`config.mk`:
```
export PLATFORM = sky130hd
export DESIGN_NAME = conv_window_gen
export DESIGN_NICKNAME = d
export VERILOG_FILES = /design/src/rtl/conv_window_gen_pkg.sv /design/src/rtl/conv_line_buffer.sv /design/src/rtl/conv_window_gen.sv
export SDC_FILE = /design/constraint.sdc
export NUM_CORES = 1
export LEC_CHECK = 0
export ABC_AREA = 1
export CAP_MARGIN = 20
export CORE_MARGIN = 2
export CORE_UTILIZATION = 36
export DETAILED_ROUTE_END_ITERATION = 6
export GPL_ROUTABILITY_DRIVEN = 0
export PLACE_DENSITY = 0.68
export SLEW_MARGIN = 40
export SYNTH_ARGS = -nofsm -noshare
export SYNTH_HDL_FRONTEND = slang
export SYNTH_SLANG_ARGS = --single-unit
```
`constraint.sdc`:
```
create_clock -name clock -period 2.73 [get_ports clock]
set_input_delay 0.546 -clock clock [delete_from_list [all_inputs] [get_ports clock]]
set_output_delay 0.546 -clock clock [all_outputs]
set_load 0.02 [all_outputs]
```
`src/rtl/conv_window_gen_pkg.sv`:
```
// Shared constants for the convolution datapath.
// CONV_MULT_WIDTH : multiplier operand (pixel) width.
// MA_TREE_SIZE    : lane count of the multiply-add tree (power of 2).
// MA_TREE_LATENCY : fixed tree latency, one multiply stage plus one stage per adder level.
package conv_window_gen_pkg;

  localparam int CONV_MULT_WIDTH = 8;
  localparam int MA_TREE_SIZE    = 16;

  function automatic int ma_latency(input int tree_size);
    return 1 + $clog2(tree_size);
  endfunction

  localparam int MA_TREE_LATENCY = ma_latency(MA_TREE_SIZE);

endpackage

```
`src/rtl/conv_line_buffer.sv`:
```
// One row delay line: a DEPTH-stage, WIDTH-bit shift register that advances only when en=1.
// dout is the sample shifted in DEPTH enabled cycles ago.
// Ports:
//   clock  rising-edge clock
//   reset  asynchronous active-low reset, clears every stage
//   en     shift enable (one accepted pixel)
//   din    sample entering the line
//   dout   sample leaving the line
module conv_line_buffer #(
  parameter int DEPTH = 5,
  parameter int WIDTH = 8
) (
  input  logic             clock,
  input  logic             reset,
  input  logic             en,
  input  logic [WIDTH-1:0] din,
  output logic [WIDTH-1:0] dout
);

  logic [WIDTH-1:0] sr [DEPTH];

  always_ff @(posedge clock or negedge reset) begin
    if (!reset) begin
      for (int i = 0; i < DEPTH; i++) sr[i] <= '0;
    end else if (en) begin
      sr[0] <= din;
      for (int i = 1; i < DEPTH; i++) sr[i] <= sr[i-1];
    end
  end

  assign dout = sr[DEPTH-1];

endmodule

```
`src/rtl/conv_window_gen.sv`:
```
// Producer for the convolution multiply-add tree. Takes a raster-order pixel stream, keeps
// KERNEL_SIZE-1 row delay lines and presents a registered KxK window packed onto the tree's
// operand lanes (lane r*K+c, r=0 oldest row, c=0 oldest column, lanes >= K*K are zero).
// A valid/coordinate pipe matched to the tree latency marks when the tree's sum is ready.
// Ports:
//   clock          rising-edge clock
//   reset          asynchronous active-low reset
//   frame_restart  next accepted pixel (or one accepted this cycle) is (0,0)
//   pix_in         pixel data
//   pix_valid      pixel accepted this cycle (no backpressure)
//   window_out     packed window to tree operand vector
//   window_valid   1-cycle pulse: window_out is a complete in-frame window
//   frame_done     pulses with window_valid for the last pixel of the frame
//   sum_valid      window_valid delayed MA_LATENCY cycles
//   sum_row        output row of the window whose sum is now leaving the tree
//   sum_col        output column, same alignment
// Handshake: there is no ready; every cycle with pix_valid=1 consumes pix_in, and every
// output valid is a single-cycle pulse the consumer must take in that cycle.
module conv_window_gen
  import conv_window_gen_pkg::*;
#(
  parameter int IMG_WIDTH   = 5,
  parameter int IMG_HEIGHT  = 5,
  parameter int KERNEL_SIZE = 3,
  parameter int PIX_WIDTH   = CONV_MULT_WIDTH,
  parameter int TREE_SIZE   = MA_TREE_SIZE,
  parameter int MA_LATENCY  = MA_TREE_LATENCY
) (
  input  logic                              clock,
  input  logic                              reset,
  input  logic                              frame_restart,
  input  logic [PIX_WIDTH-1:0]              pix_in,
  input  logic                              pix_valid,
  output logic [PIX_WIDTH*TREE_SIZE-1:0]    window_out,
  output logic                              window_valid,
  output logic                              frame_done,
  output logic                              sum_valid,
  output logic [$clog2(IMG_HEIGHT)-1:0]     sum_row,
  output logic [$clog2(IMG_WIDTH)-1:0]      sum_col
);

  localparam int K  = KERNEL_SIZE;
  localparam int RW = $clog2(IMG_HEIGHT);
  localparam int CW = $clog2(IMG_WIDTH);
  localparam int L  = MA_LATENCY;

  if (K * K > TREE_SIZE) begin : g_bad_kernel
    $error("conv_window_gen: KERNEL_SIZE*KERNEL_SIZE exceeds TREE_SIZE");
  end
  if (K < 2 || L < 2) begin : g_bad_depth
    $error("conv_window_gen: KERNEL_SIZE and MA_LATENCY must be at least 2");
  end

  // ---------------- position counters ----------------
  logic [RW-1:0] row_q, cur_row;
  logic [CW-1:0] col_q, cur_col;
  logic          last_row, last_col, in_window;

  // A restart forces the pixel taken this cycle to be (0,0).
  always_comb begin
    cur_row   = frame_restart ? '0 : row_q;
    cur_col   = frame_restart ? '0 : col_q;
    last_row  = (cur_row == RW'(IMG_HEIGHT - 1));
    last_col  = (cur_col == CW'(IMG_WIDTH - 1));
    // Columns < K-1 straddle the row wrap and rows < K-1 still hold the previous frame.
    in_window = (cur_row >= RW'(K - 1)) && (cur_col >= CW'(K - 1));
  end

  // ---------------- row delay lines ----------------
  logic [PIX_WIDTH-1:0] lb_in  [K-1];
  logic [PIX_WIDTH-1:0] lb_out [K-1];
  logic [PIX_WIDTH-1:0] col_in [K];

  for (genvar g = 0; g < K - 1; g++) begin : g_lb
    if (g == 0) begin : g_first
      assign lb_in[g] = pix_in;
    end else begin : g_chain
      assign lb_in[g] = lb_out[g-1];
    end
    conv_line_buffer #(.DEPTH(IMG_WIDTH), .WIDTH(PIX_WIDTH)) u_lb (
      .clock (clock),
      .reset (reset),
      .en    (pix_valid),
      .din   (lb_in[g]),
      .dout  (lb_out[g])
    );
  end

  // New right-hand column, top (oldest) row comes from the deepest line.
  for (genvar r = 0; r < K; r++) begin : g_col
    if (r == K - 1) begin : g_new
      assign col_in[r] = pix_in;
    end else begin : g_old
      assign col_in[r] = lb_out[K-2-r];
    end
  end

  // ---------------- window registers ----------------
  logic [PIX_WIDTH-1:0] win [K][K];

  always_ff @(posedge clock or negedge reset) begin
    if (!reset) begin
      for (int r = 0; r < K; r++)
        for (int c = 0; c < K; c++) win[r][c] <= '0;
    end else if (pix_valid) begin
      for (int r = 0; r < K; r++) begin
        for (int c = 0; c < K - 1; c++) win[r][c] <= win[r][c+1];
        win[r][K-1] <= col_in[r];
      end
    end
  end

  always_comb begin
    window_out = '0;
    for (int r = 0; r < K; r++)
      for (int c = 0; c < K; c++)
        window_out[PIX_WIDTH*(r*K+c) +: PIX_WIDTH] = win[r][c];
  end

  // ---------------- counters, window strobes ----------------
  logic [RW-1:0] win_row;
  logic [CW-1:0] win_col;

  always_ff @(posedge clock or negedge reset) begin
    if (!reset) begin
      row_q        <= '0;
      col_q        <= '0;
      window_valid <= 1'b0;
      frame_done   <= 1'b0;
      win_row      <= '0;
      win_col      <= '0;
    end else begin
      window_valid <= pix_valid && in_window;
      frame_done   <= pix_valid && last_row && last_col;
      if (pix_valid) begin
        col_q <= last_col ? '0 : cur_col + CW'(1);
        if (last_col) row_q <= last_row ? '0 : cur_row + RW'(1);
        else          row_q <= cur_row;
      end else if (frame_restart) begin
        row_q <= '0;
        col_q <= '0;
      end
      if (pix_valid && in_window) begin
        win_row <= cur_row - RW'(K - 1);
        win_col <= cur_col - CW'(K - 1);
      end
    end
  end

  // ---------------- valid / coordinate pipe ----------------
  // The last stage only loads on a valid arrival so sum_row/sum_col hold between pulses.
  logic [L-1:0]  v_pipe;
  logic [RW-1:0] r_pipe [L];
  logic [CW-1:0] c_pipe [L];

  always_ff @(posedge clock or negedge reset) begin
    if (!reset) begin
      v_pipe <= '0;
      for (int i = 0; i < L; i++) begin
        r_pipe[i] <= '0;
        c_pipe[i] <= '0;
      end
    end else begin
      v_pipe    <= {v_pipe[L-2:0], window_valid};
      r_pipe[0] <= win_row;
      c_pipe[0] <= win_col;
      for (int i = 1; i < L - 1; i++) begin
        r_pipe[i] <= r_pipe[i-1];
        c_pipe[i] <= c_pipe[i-1];
      end
      if (v_pipe[L-2]) begin
        r_pipe[L-1] <= r_pipe[L-2];
        c_pipe[L-1] <= c_pipe[L-2];
      end
    end
  end

  assign sum_valid = v_pipe[L-1];
  assign sum_row   = r_pipe[L-1];
  assign sum_col   = c_pipe[L-1];

endmodule

```
# Yosys cells after proc, flatten, opt, wreduce, memory -nomap -nowiden
# Index checks and enable logic that the tools add are counted.
[word_totals]
regBits = 153
latchBits = 0
ramBits = 0
romBits = 0
mem_count = 0
[op_classes]
n_addsub = 4
multipliers = 0
n_div = 0
order_cmp = 2
eq_ne = 2
shifts = 0
mux = 7
bitwise_logic = 0
n_reduce_logical = 4
[op_table]
columns = ["operator", "n"]
rows = [
  ["2-to-1 mux 3 bit", 7],
  ["adder 3 x 1 -> 3 bit (second input constant)", 2],
  ["== test 3 bit (second input constant)", 2],
  ["greater-or-equal comparator 3 x 2 -> 1 bit (second input constant)", 2],
  ["subtractor 3 x 2 -> 3 bit (second input constant)", 2],
  ["logical AND 1 bit", 4],
]

# Depth between registers and ports, before layout
[logic_depth]
ltp_word = 5
depth_mapped = 7
mapped_depth_nobuf = 7

# Cells and area by module
# From an unflattened synthesis, not the netlist that was laid out.
[hier_totals]
hier_cells = 825
hier_area_um2 = 8127.8
[modules_own_cells]
columns = ["mod", "n_inst", "cells_per_inst", "area_each_um2", "seq_area_each_um2"]
rows = [
  ["conv_window_gen", 1, 469, 4774.6, 3027.9],
  ["conv_line_buffer", 2, 178, 1676.6, 1001.0],
]

# Least setup slack after synthesis
# No wires, ideal clock.
[synth_path]
kind = "in2reg"
from = "input port frame_restart"
to = "register row_q[2]"
setup_ns = 0.116
t_arrival_ns = 1.064
required_time_ns = 2.614
setup_slack_ns = 1.549
stages = 6
path_buffers = 0
cell_sequence = "inv_2 > nand2_4 > nor2_4 > nand2_1 > nand2_1 > nand2_1"
[synth_between]
elab_chain_len = 5
[synth_lines]
columns = ["element", "line_no", "rtl"]
rows = [
  ["start, declared", "conv_window_gen.sv:31", "input logic frame_restart,"],
  ["2-to-1 mux 3 bit", "--", ""],
  ["adder 3 x 1 -> 3 bit or == test 3 bit (tied branches)", "conv_window_gen.sv:137, conv_window_gen.sv:63", ""],
  ["2-to-1 mux 3 bit (2 in a row)", "conv_window_gen.sv:137", "if (last_col) row_q <= last_row ? '0 : cur_row + RW'(1);"],
  ["2-to-1 mux 3 bit *", "conv_window_gen.sv:135", "if (pix_valid) begin"],
  ["end signal, assigned", "conv_window_gen.sv:137", ""],
  ["end signal, assigned", "conv_window_gen.sv:138", "else row_q <= cur_row;"],
  ["end, declared", "conv_window_gen.sv:55", "logic [RW-1:0] row_q, cur_row;"],
]
# Mark *: on every way between the ends. The rest lies on a longest branch, timed or not.
# A chain may end at the register's enable or synchronous reset.

==> impl_metrics.sql <==
INSERT INTO impl_metrics (metric_group, metric, value, unit) VALUES
('worst_setup_path', 'worst_ep_arrival_time', '1.48', 'ns'),
('logic_synthesis', 'synth_area', '6390', 'um^2'),
('clocking', 'cts.path.max_buffers', '2', ''),
('grt', 'grt.total_usage', '0.119', ''),
('clocking', 'cts_hold_repair.buffers', '0', ''),
('sta', 'finalSetupTns', '0', 'ns'),
('sta', 'min_period_over_period', '0.743', ''),
('route', 'detail-route-antenna-nets', '0', ''),
('floorplan', 'design.portCount', '149', ''),
('cells_and_area', 'antennaDiodeCount', '0', ''),
('logic_synthesis', 'synth.yosys.seq_area_share', '0.599', ''),
('sta', 'grt_setup_unrepaired', 'no', ''),
('grt', 'grt_max_degree', '67', ''),
('cells_and_area', 'finalNonFillerCells', '904', ''),
('cells_and_area', 'area_growth_from_synthesis_to_layout', '15.9', '%'),
('worst_setup_path', 'setup_crit_end_kind', 'primary output', ''),
('grt', 'antenna_found_initial', '0', ''),
('floorplan', 'rows', '48', ''),
('logic_synthesis', 'area_share_of_the_largest_cell_type_after_synthesis', '0.599', ''),
('run', 'max_cap_viol_count', '0', ''),
('worst_setup_path', 'timing_worst_setup_path_type', 'reg2out', ''),
('floorplan', 'dieArea', '18800', 'um^2'),
('worst_setup_path', 'worst_setup_path_start_kind', 'flip-flop', ''),
('placed_design', 'placed_cells', '874', ''),
('grt', 'grt_pass1_vias', '3487', ''),
('grt', 'remaining_global_route_overflow', '0', ''),
('clocking', 'insertion_delay', '0.42', 'ns'),
('logic_synthesis', 'muxShareOfSynthArea', '0.0106', ''),
('sta', 'clock-skew-final', '0.00763', 'ns'),
('worst_setup_path', 'crit_path_cell_trace', 'clkdlybuf4s50_1', ''),
('placed_design', 'dp.final_hpwl', '6980', 'um'),
('clocking', 'post_cts.repair.setup_buffers', '0', ''),
('clocking', 'numCtsBuffers', '17', ''),
('worst_setup_path', 'critical_path.top_delay_family', 'buffers and inverters', ''),
('route', 'drt-total-wl', '10400', 'um'),
('route', 'dr.first_iter.drc_count', '141', ''),
('floorplan', 'fp.dieH', '137', 'um'),
('placed_design', 'dpl_cell_area', '6850', 'um^2'),
('cells_and_area', 'fillerInstances', '1691', ''),
('floorplan', 'design.core.area', '17400', 'um^2'),
('worst_setup_path', 'crit_buf_inv', '1', ''),
('sta', 'final.hold.worst_slack', '0.125', 'ns'),
('pwr', 'post-layout-total-power', '5.80', 'mW'),
('sta', 'timing.slew.headroom', '0.575', ''),
('cells_and_area', 'fin_util', '0.427', ''),
('logic_synthesis', 'yosysUniqueCellTypes', '25', ''),
('logic_synthesis', 'synth-warning-count', '0', ''),
('status', 'outcome', 'complete, no violations', ''),
('logic_synthesis', 'combinational_family_with_the_most_area_after_synthesis', 'buffers and inverters', ''),
('min_path', 'hold_path_class', 'in2async', ''),
('floorplan', 'start_util', '0.368', ''),
('sta', 'finalMaxSlewViolations', '0', ''),
('route', 'wire_per_inst', '11.5', 'um'),
('route', 'drt_pre_antenna_iters', '4', ''),
('cells_and_area', 'layout_cell_share_with_drive_strength_beyond_1', '0.0854', ''),
('sta', 'timing.final.crit_period', '2.03', 'ns'),
('worst_setup_path', 'max_stage_delay', '0.65', 'ns'),
('route', 'vias', '3697', ''),
('route', 'vias_per_cell', '4.09', ''),
('cells_and_area', 'finish.net_count', '680', ''),
('cells_and_area', 'most-common-layout-cells', 'sky130_fd_sc_hd__nand2_1 (165), sky130_fd_sc_hd__dfrtp_1 (153), sky130_fd_sc_hd__clkdlybuf4s50_1 (90)', ''),
('logic_synthesis', 'post_synth_fa_ha_maj_area_fraction', '0', ''),
('floorplan', 'die_w', '137', 'um'),
('placed_design', 'port-buffer-count', '92', ''),
('cells_and_area', 'most_common_library_cell_in_the_layout_ignoring_fill_and_taps', 'sky130_fd_sc_hd__nand2_1', ''),
('clocking', 'cts.repair.resized', '0', ''),
('logic_synthesis', 'synth_xor_xnor_area_share', '0', ''),
('worst_setup_path', 'worst-path-max-fanout', '3', ''),
('pwr', 'power-per-cell-area', '782', 'nW/um^2'),
('clocking', 'tritoncts', 'done', ''),
('clocking', 'cts_root_buf', 'sky130_fd_sc_hd__clkbuf_16', '');
==> power breakdown <==
part           switching (mW)  leakage (nW)  internal (mW)  total [mW]
clock network           0.891         0.269           1.33        2.23
logic                   0.554          1.35          0.375       0.929
registers               0.144          2.03           2.50        2.64
total                    1.59          3.64           4.21        5.80
==> area by class of cell <==
cell class | count | area (um^2) | share of cell area
multi-input cells | 343 | 1530 | 0.207
repair buffers | 100 | 1000 | 0.136
clock inverters | 11 | 125 | 0.0169
clock buffers | 19 | 433 | 0.0584
flip-flops and latches | 153 | 3830 | 0.517
well taps | 225 | 282 | 0.0380
inverters | 53 | 201 | 0.0272
==> sequential cells by signal, summed over array words and instances (netlist names) <==
register	count
c_pipe	12
col_q	3
frame_done	1
g_lb.u_lb.dout	16
g_lb.u_lb.sr	48
r_pipe	12
row_q	3
sum_col	3
sum_row	3
v_pipe	5
win_col	3
win_row	3
window_out	40
window_valid	1
==> cell usage after synthesis (all sizes together) <==
cell and number:
nand4 5, buf 129, inv 53, o211ai 1
nand3b 1, nand2 172, nor2 7, conb 1
mux2 6, dfrtp 153, o21ai 87, nor3 1
clkbuf 6, nand3 7
==> layer usage <==
metal,up-vias,global-route usage,routed length [um]
met4,0,0.0515,165
met1,1691,0.152,4820
met5,-,0,0
met3,16,0.0530,846
li1,1863,-,-
met2,127,0.176,4580
==> cell families after synthesis <==
logic type | after synthesis
compound gates | 88
buf+inv | 188
flops | 153
mux | 6
other cells | 1
simple gates | 193
==> final timing paths <==
check | start | endpoint | slack [ns] | cells past startpoint
hold / removal | reset | g_lb[0].u_lb.sr[38] | 0.13 | 1
min in group clock | c_pipe[14] | c_pipe[11] | 0.34 | 0
setup reg to reg | col_q[1] | row_q[2] | 1.61 | 6
hold reg to reg | c_pipe[14] | c_pipe[11] | 0.34 | 0
setup / recovery | g_lb[1].u_lb.sr[34] | window_out[42] | 0.70 | 1
max in group asynchronous | reset | r_pipe[13] | 1.91 | 2
(Power assumes the default switching activity.)
==> variant 1 (same settings) <==
Change the parameter `IMG_HEIGHT` from 5 to 4.
--- a/src/rtl/conv_window_gen.sv
+++ b/src/rtl/conv_window_gen.sv
@@ -20,7 +20,7 @@
   import conv_window_gen_pkg::*;
 #(
   parameter int IMG_WIDTH   = 5,
-  parameter int IMG_HEIGHT  = 5,
+  parameter int IMG_HEIGHT  = 4,
   parameter int KERNEL_SIZE = 3,
   parameter int PIX_WIDTH   = CONV_MULT_WIDTH,
   parameter int TREE_SIZE   = MA_TREE_SIZE,
Interface: changed (resized sum_row); port bits go from 149 to 148. The function was not compared with the original's and may differ.
==> variant 1 against the unedited design <==
- area after synthesis decreased by 4.9%
- design area shrank 3.5%
- cell count down 3.1%
- setup slack improved by 0.032 ns
- total power down 2.2%
- register-to-register slack improved by 0.02 ns
- wire length down 0.41%
- sequential cell count decreased by 7
- die area down 4.7%
- critical path type unchanged
- critical endpoint is now window_out[19]
- largest power group unchanged
- highest routed layer unchanged
==> variant 1: results (changes against the unedited design) <==
synthTopCellsByArea: "dfrtp_1, buf_4, nand2_1"
peakVddDrop_mv: 0.408  # -5.6%
syn_inst: 605  # -3.8%
swShare: 0.279  # +0.00460
synth_cell_types: 21  # -16%
netlist_top_cells_count: "nand2_1, dfrtp_1, buf_4"
synthArstFlopShare: 1.00  # unchanged
skew_ns: 0.0105  # +0.00288 ns
insertion_delay_ns: 0.42  # about the same
dp_hpwl_mm: 6.75  # -3.2%
reg2reg_to: "row_q[1]"
grt_max_degree: 110  # +64%
drt_first_iter_violations: 197  # +40%
worst_ep_arrival_time_ns: 1.45  # -0.03 ns
io_buffers: 91  # -1.1%
first_global_vias: 3418  # -2.0%
dp.cells: 844  # -3.4%
routedWlPerCell_um: 11.8  # +2.8%
status: "finished, final reports clean"
drive_above_1_share: 0.0823  # -0.00310
grt_first_pass_wirelength_mm: 17.2  # about the same
relSlewSlack: 0.628  # +0.0534
leakage_nw: 3.43  # -5.8%
grt_usage: 0.124  # +0.00417
r2r_slack_ns: 1.63  # +0.02 ns
num-fill-cells: 1599  # -5.4%
hold_slack_ns: 0.0981  # -0.0270 ns
antenna_found_initial: 0  # unchanged
nets: 656  # -3.5%
largest_reg_flops: 48  # unchanged
vias: 3638  # -1.6%
final_cells: 876  # -3.1%
reg2reg_depth: 5  # -1
-- variant 1: cell types whose count changed after synthesis, sizes merged --
cell    unedited run  this run
nand2            172       151
o21ai             87        96
dfrtp            153       146
buf              129       124
inv               53        58
nand3              7         2
nand4              5         1
nor2               7        11
clkbuf             6         8
ha                 0         1
mux2               6         5
nor3               1         0
o211ai             1         0
-- variant 1: kinds of logic after synthesis --
family,synth area share
and+or+nand+nor,0.112
muxes,0.00926
adders and majority gates,0.00206
other,0.000617
DFF,0.601
AOI/OAI and AO/OA,0.0790
buffers and inverters,0.196
-- variant 1: routing by layer --
layer  GRT usage  routed length (um)
met5           0                   0
met1       0.152                4560
met3      0.0556                 821
met4      0.0532                 181
met2       0.189                4810
-- variant 1: final cells by class --
type / count / area (sq um) / share of cell area
timing repair buffer: 96 / 997 / 0.139
tap: 220 / 275 / 0.0385
sequential: 146 / 3650 / 0.511
clock buffer: 21 / 460 / 0.0644
clock inverter: 11 / 104 / 0.0145
multi-input combinational: 324 / 1440 / 0.201
inverter: 58 / 219 / 0.0306
-- variant 1: worst max path at each step --
stage	slack, ns	startpoint	depth (start not counted)	end
5_1_grt	0.67	window_out[19]	1	window_out[19]
6_report	0.73	window_out[19]	1	window_out[19]
3_3_place_gp	0.86	frame_restart	7	row_q[1]
4_1_cts	0.71	g_lb[1].u_lb.sr[37]	1	window_out[45]
3_5_place_dp	0.83	frame_restart	7	row_q[1]
2_1_floorplan	1.55	pix_valid	5	g_lb[0].u_lb.sr[17]
-- variant 1: metrics by stage --
| step | util | cell area, sq um | worst slack (ns) | power, mW |
|---|---|---|---|---|
| floorplan | - | 6290 | 1.55 | 3.26 |
| global placement | 0.399 | 6590 | 0.858 | 3.52 |
| detailed placement | 0.399 | 6590 | 0.827 | 3.54 |
| CTS | 0.433 | 7150 | 0.706 | 5.76 |
| global route | 0.433 | 7150 | 0.670 | 5.97 |
| finish | 0.433 | 7150 | 0.733 | 5.67 |
-- variant 1: worst reg2reg max path, cell delays in order, from the launching register on --
cell and delay [ns]:
dfrtp_1 0.45, nor2_1 0.17, inv_1 0.06, nor2_1 0.20, nand2_1 0.08, nand2_1 0.08
-- variant 1: power by group through the flow --
stage | clock [mW] | sequential, mW | combinational (mW)
floorplan | 0 | 2.63 | 0.634
global placement | 0 | 2.59 | 0.931
detailed placement | 0 | 2.59 | 0.946
CTS | 2.26 | 2.55 | 0.949
global route | 2.36 | 2.58 | 1.03
finish | 2.19 | 2.55 | 0.930
==> variant 2 (same settings) <==
Made on the original files. Put a register stage on the outputs `sum_valid`, `sum_row` and `sum_col`, with the module's reset. The values now appear one clock later. The other outputs are not delayed to match. Comments in the files are not updated.
--- a/src/rtl/conv_window_gen.sv
+++ b/src/rtl/conv_window_gen.sv
@@ -175,9 +175,17 @@
     end
   end
 
-  assign sum_valid = v_pipe[L-1];
-  assign sum_row   = r_pipe[L-1];
-  assign sum_col   = c_pipe[L-1];
+  always_ff @(posedge clock or negedge reset) begin
+    if (!reset) begin
+      sum_valid <= '0;
+      sum_row   <= '0;
+      sum_col   <= '0;
+    end else begin
+      sum_valid <= v_pipe[L-1];
+      sum_row   <= r_pipe[L-1];
+      sum_col   <= c_pipe[L-1];
+    end
+  end
 
 endmodule
 
Formal check against the unedited RTL: no difference found for any inputs over 10 cycles, from zero or initial values and one cycle with reset low; that may be too few to reach the edited logic, so the function may still have changed.
==> variant 2 against the unedited design <==
- first-iteration DRC count grew 55%
- cell count grew 1.2%
- setup slack gained 0.015 ns
- global-route usage shrank 0.34 points
- area after synthesis grew 1.6%
- design area grew 2.6%
- sequential cell count grew 7
- total power grew 3.2%
- wire length grew 0.48%
- critical endpoint is now window_out[55]
==> variant 2: results (changes against the unedited design) <==
synth_cell_types: 24  # -4.0%
synth_top_area_frac: 0.617  # +0.0177
r2r_slack_ns: 1.59  # -0.02 ns
nets: 686  # +0.88%
seq_area_frac_synth: 0.617  # +0.0177
r2r-start: "col_q[1]"
synthTopCellsByArea: "dfrtp_1, buf_4, nand2_1"
vias: 3811  # +3.1%
dp_hpwl_mm: 6.92  # -0.83%
grt_max_degree: 92  # +37%
drt_first_iter_violations: 218  # +55%
netlist_top_cells_count: "nand2_1, dfrtp_1, buf_4"
drive_above_1_share: 0.0773  # -0.00816
synthArstFlopShare: 1.00  # unchanged
worstSetupStartpoint: "g_lb[0].u_lb.sr[23]"
relSlewSlack: 0.597  # +0.0223
skew_ns: 0.00882  # +0.00119 ns
crit_end: "window_out[55]"
largest_reg_flops: 56  # +17%
worst_path_largest_cell_delay_ns: 0.63  # -0.02 ns
status: "finished, final reports clean"
grt_first_pass_wirelength_mm: 17.7  # +3.1%
routedWlPerCell_um: 11.4  # -0.73%
num-fill-cells: 1674  # -1.0%
peakVddDrop_mv: 0.415  # -4.0%
grt_usage: 0.116  # -0.00345
numCtsBuffers: 17  # unchanged
first_global_vias: 3606  # +3.4%
leakage_nw: 3.76  # +3.2%
## variant 2: cells by family (layout without fill, tap and decap cells)
| logic type | Yosys count | after routing | share of synthesized area |
|---|---|---|---|
| buffers and inverters | 180 | 179 | 0.179 |
| AO/OA/AOI/OAI | 84 | 84 | 0.0651 |
| multiplexers | 6 | 6 | 0.0104 |
| flip-flops | 160 | 160 | 0.617 |
| other | 1 | 56 | 0.000578 |
| AND/OR/NAND/NOR | 201 | 201 | 0.128 |
## variant 2: worst min path at each step
stage	cells past startpoint	slack, ns	end
floorplan	0	0.25	c_pipe[0]
global placement	0	0.33	r_pipe[3]
detailed placement	0	0.33	c_pipe[6]
CTS	1	0.12	col_q[1]
global route	1	0.15	row_q[0]
finish	1	0.10	col_q[1]
## variant 2: where the power goes
group / internal (mW) / switching (mW) / leakage (nW) / total, mW
Sequential: 2.60 / 0.142 / 2.12 / 2.74
Combinational: 0.373 / 0.549 / 1.36 / 0.922
Clock: 1.42 / 0.901 / 0.276 / 2.32
## variant 2: final cells by class
class                      count  share of cell area
clock buffer                  23              0.0629
multi-input combinational    347               0.202
timing repair buffer          97               0.131
tap                          229              0.0377
clock inverter                 8              0.0138
sequential                   160               0.527
inverter                      51              0.0258
## variant 2: layer usage
metal | vias up | global-route usage | wire length [um]
met5 | - | 0 | 0
met4 | 0 | 0.0585 | 246
met2 | 119 | 0.176 | 4800
li1 | 1885 | - | -
met1 | 1786 | 0.146 | 4710
met3 | 21 | 0.0447 | 708
## variant 2: metrics by stage
stage	instances	power, mW	worst slack (ns)	area (sq um)
6_report	915	5.98	0.716	7600
3_3_place_gp	884	3.71	0.813	7010
4_1_cts	915	6.08	0.667	7600
3_5_place_dp	884	3.73	0.782	7010
2_1_floorplan	687	3.46	1.55	6700
5_1_grt	915	6.27	0.656	7600
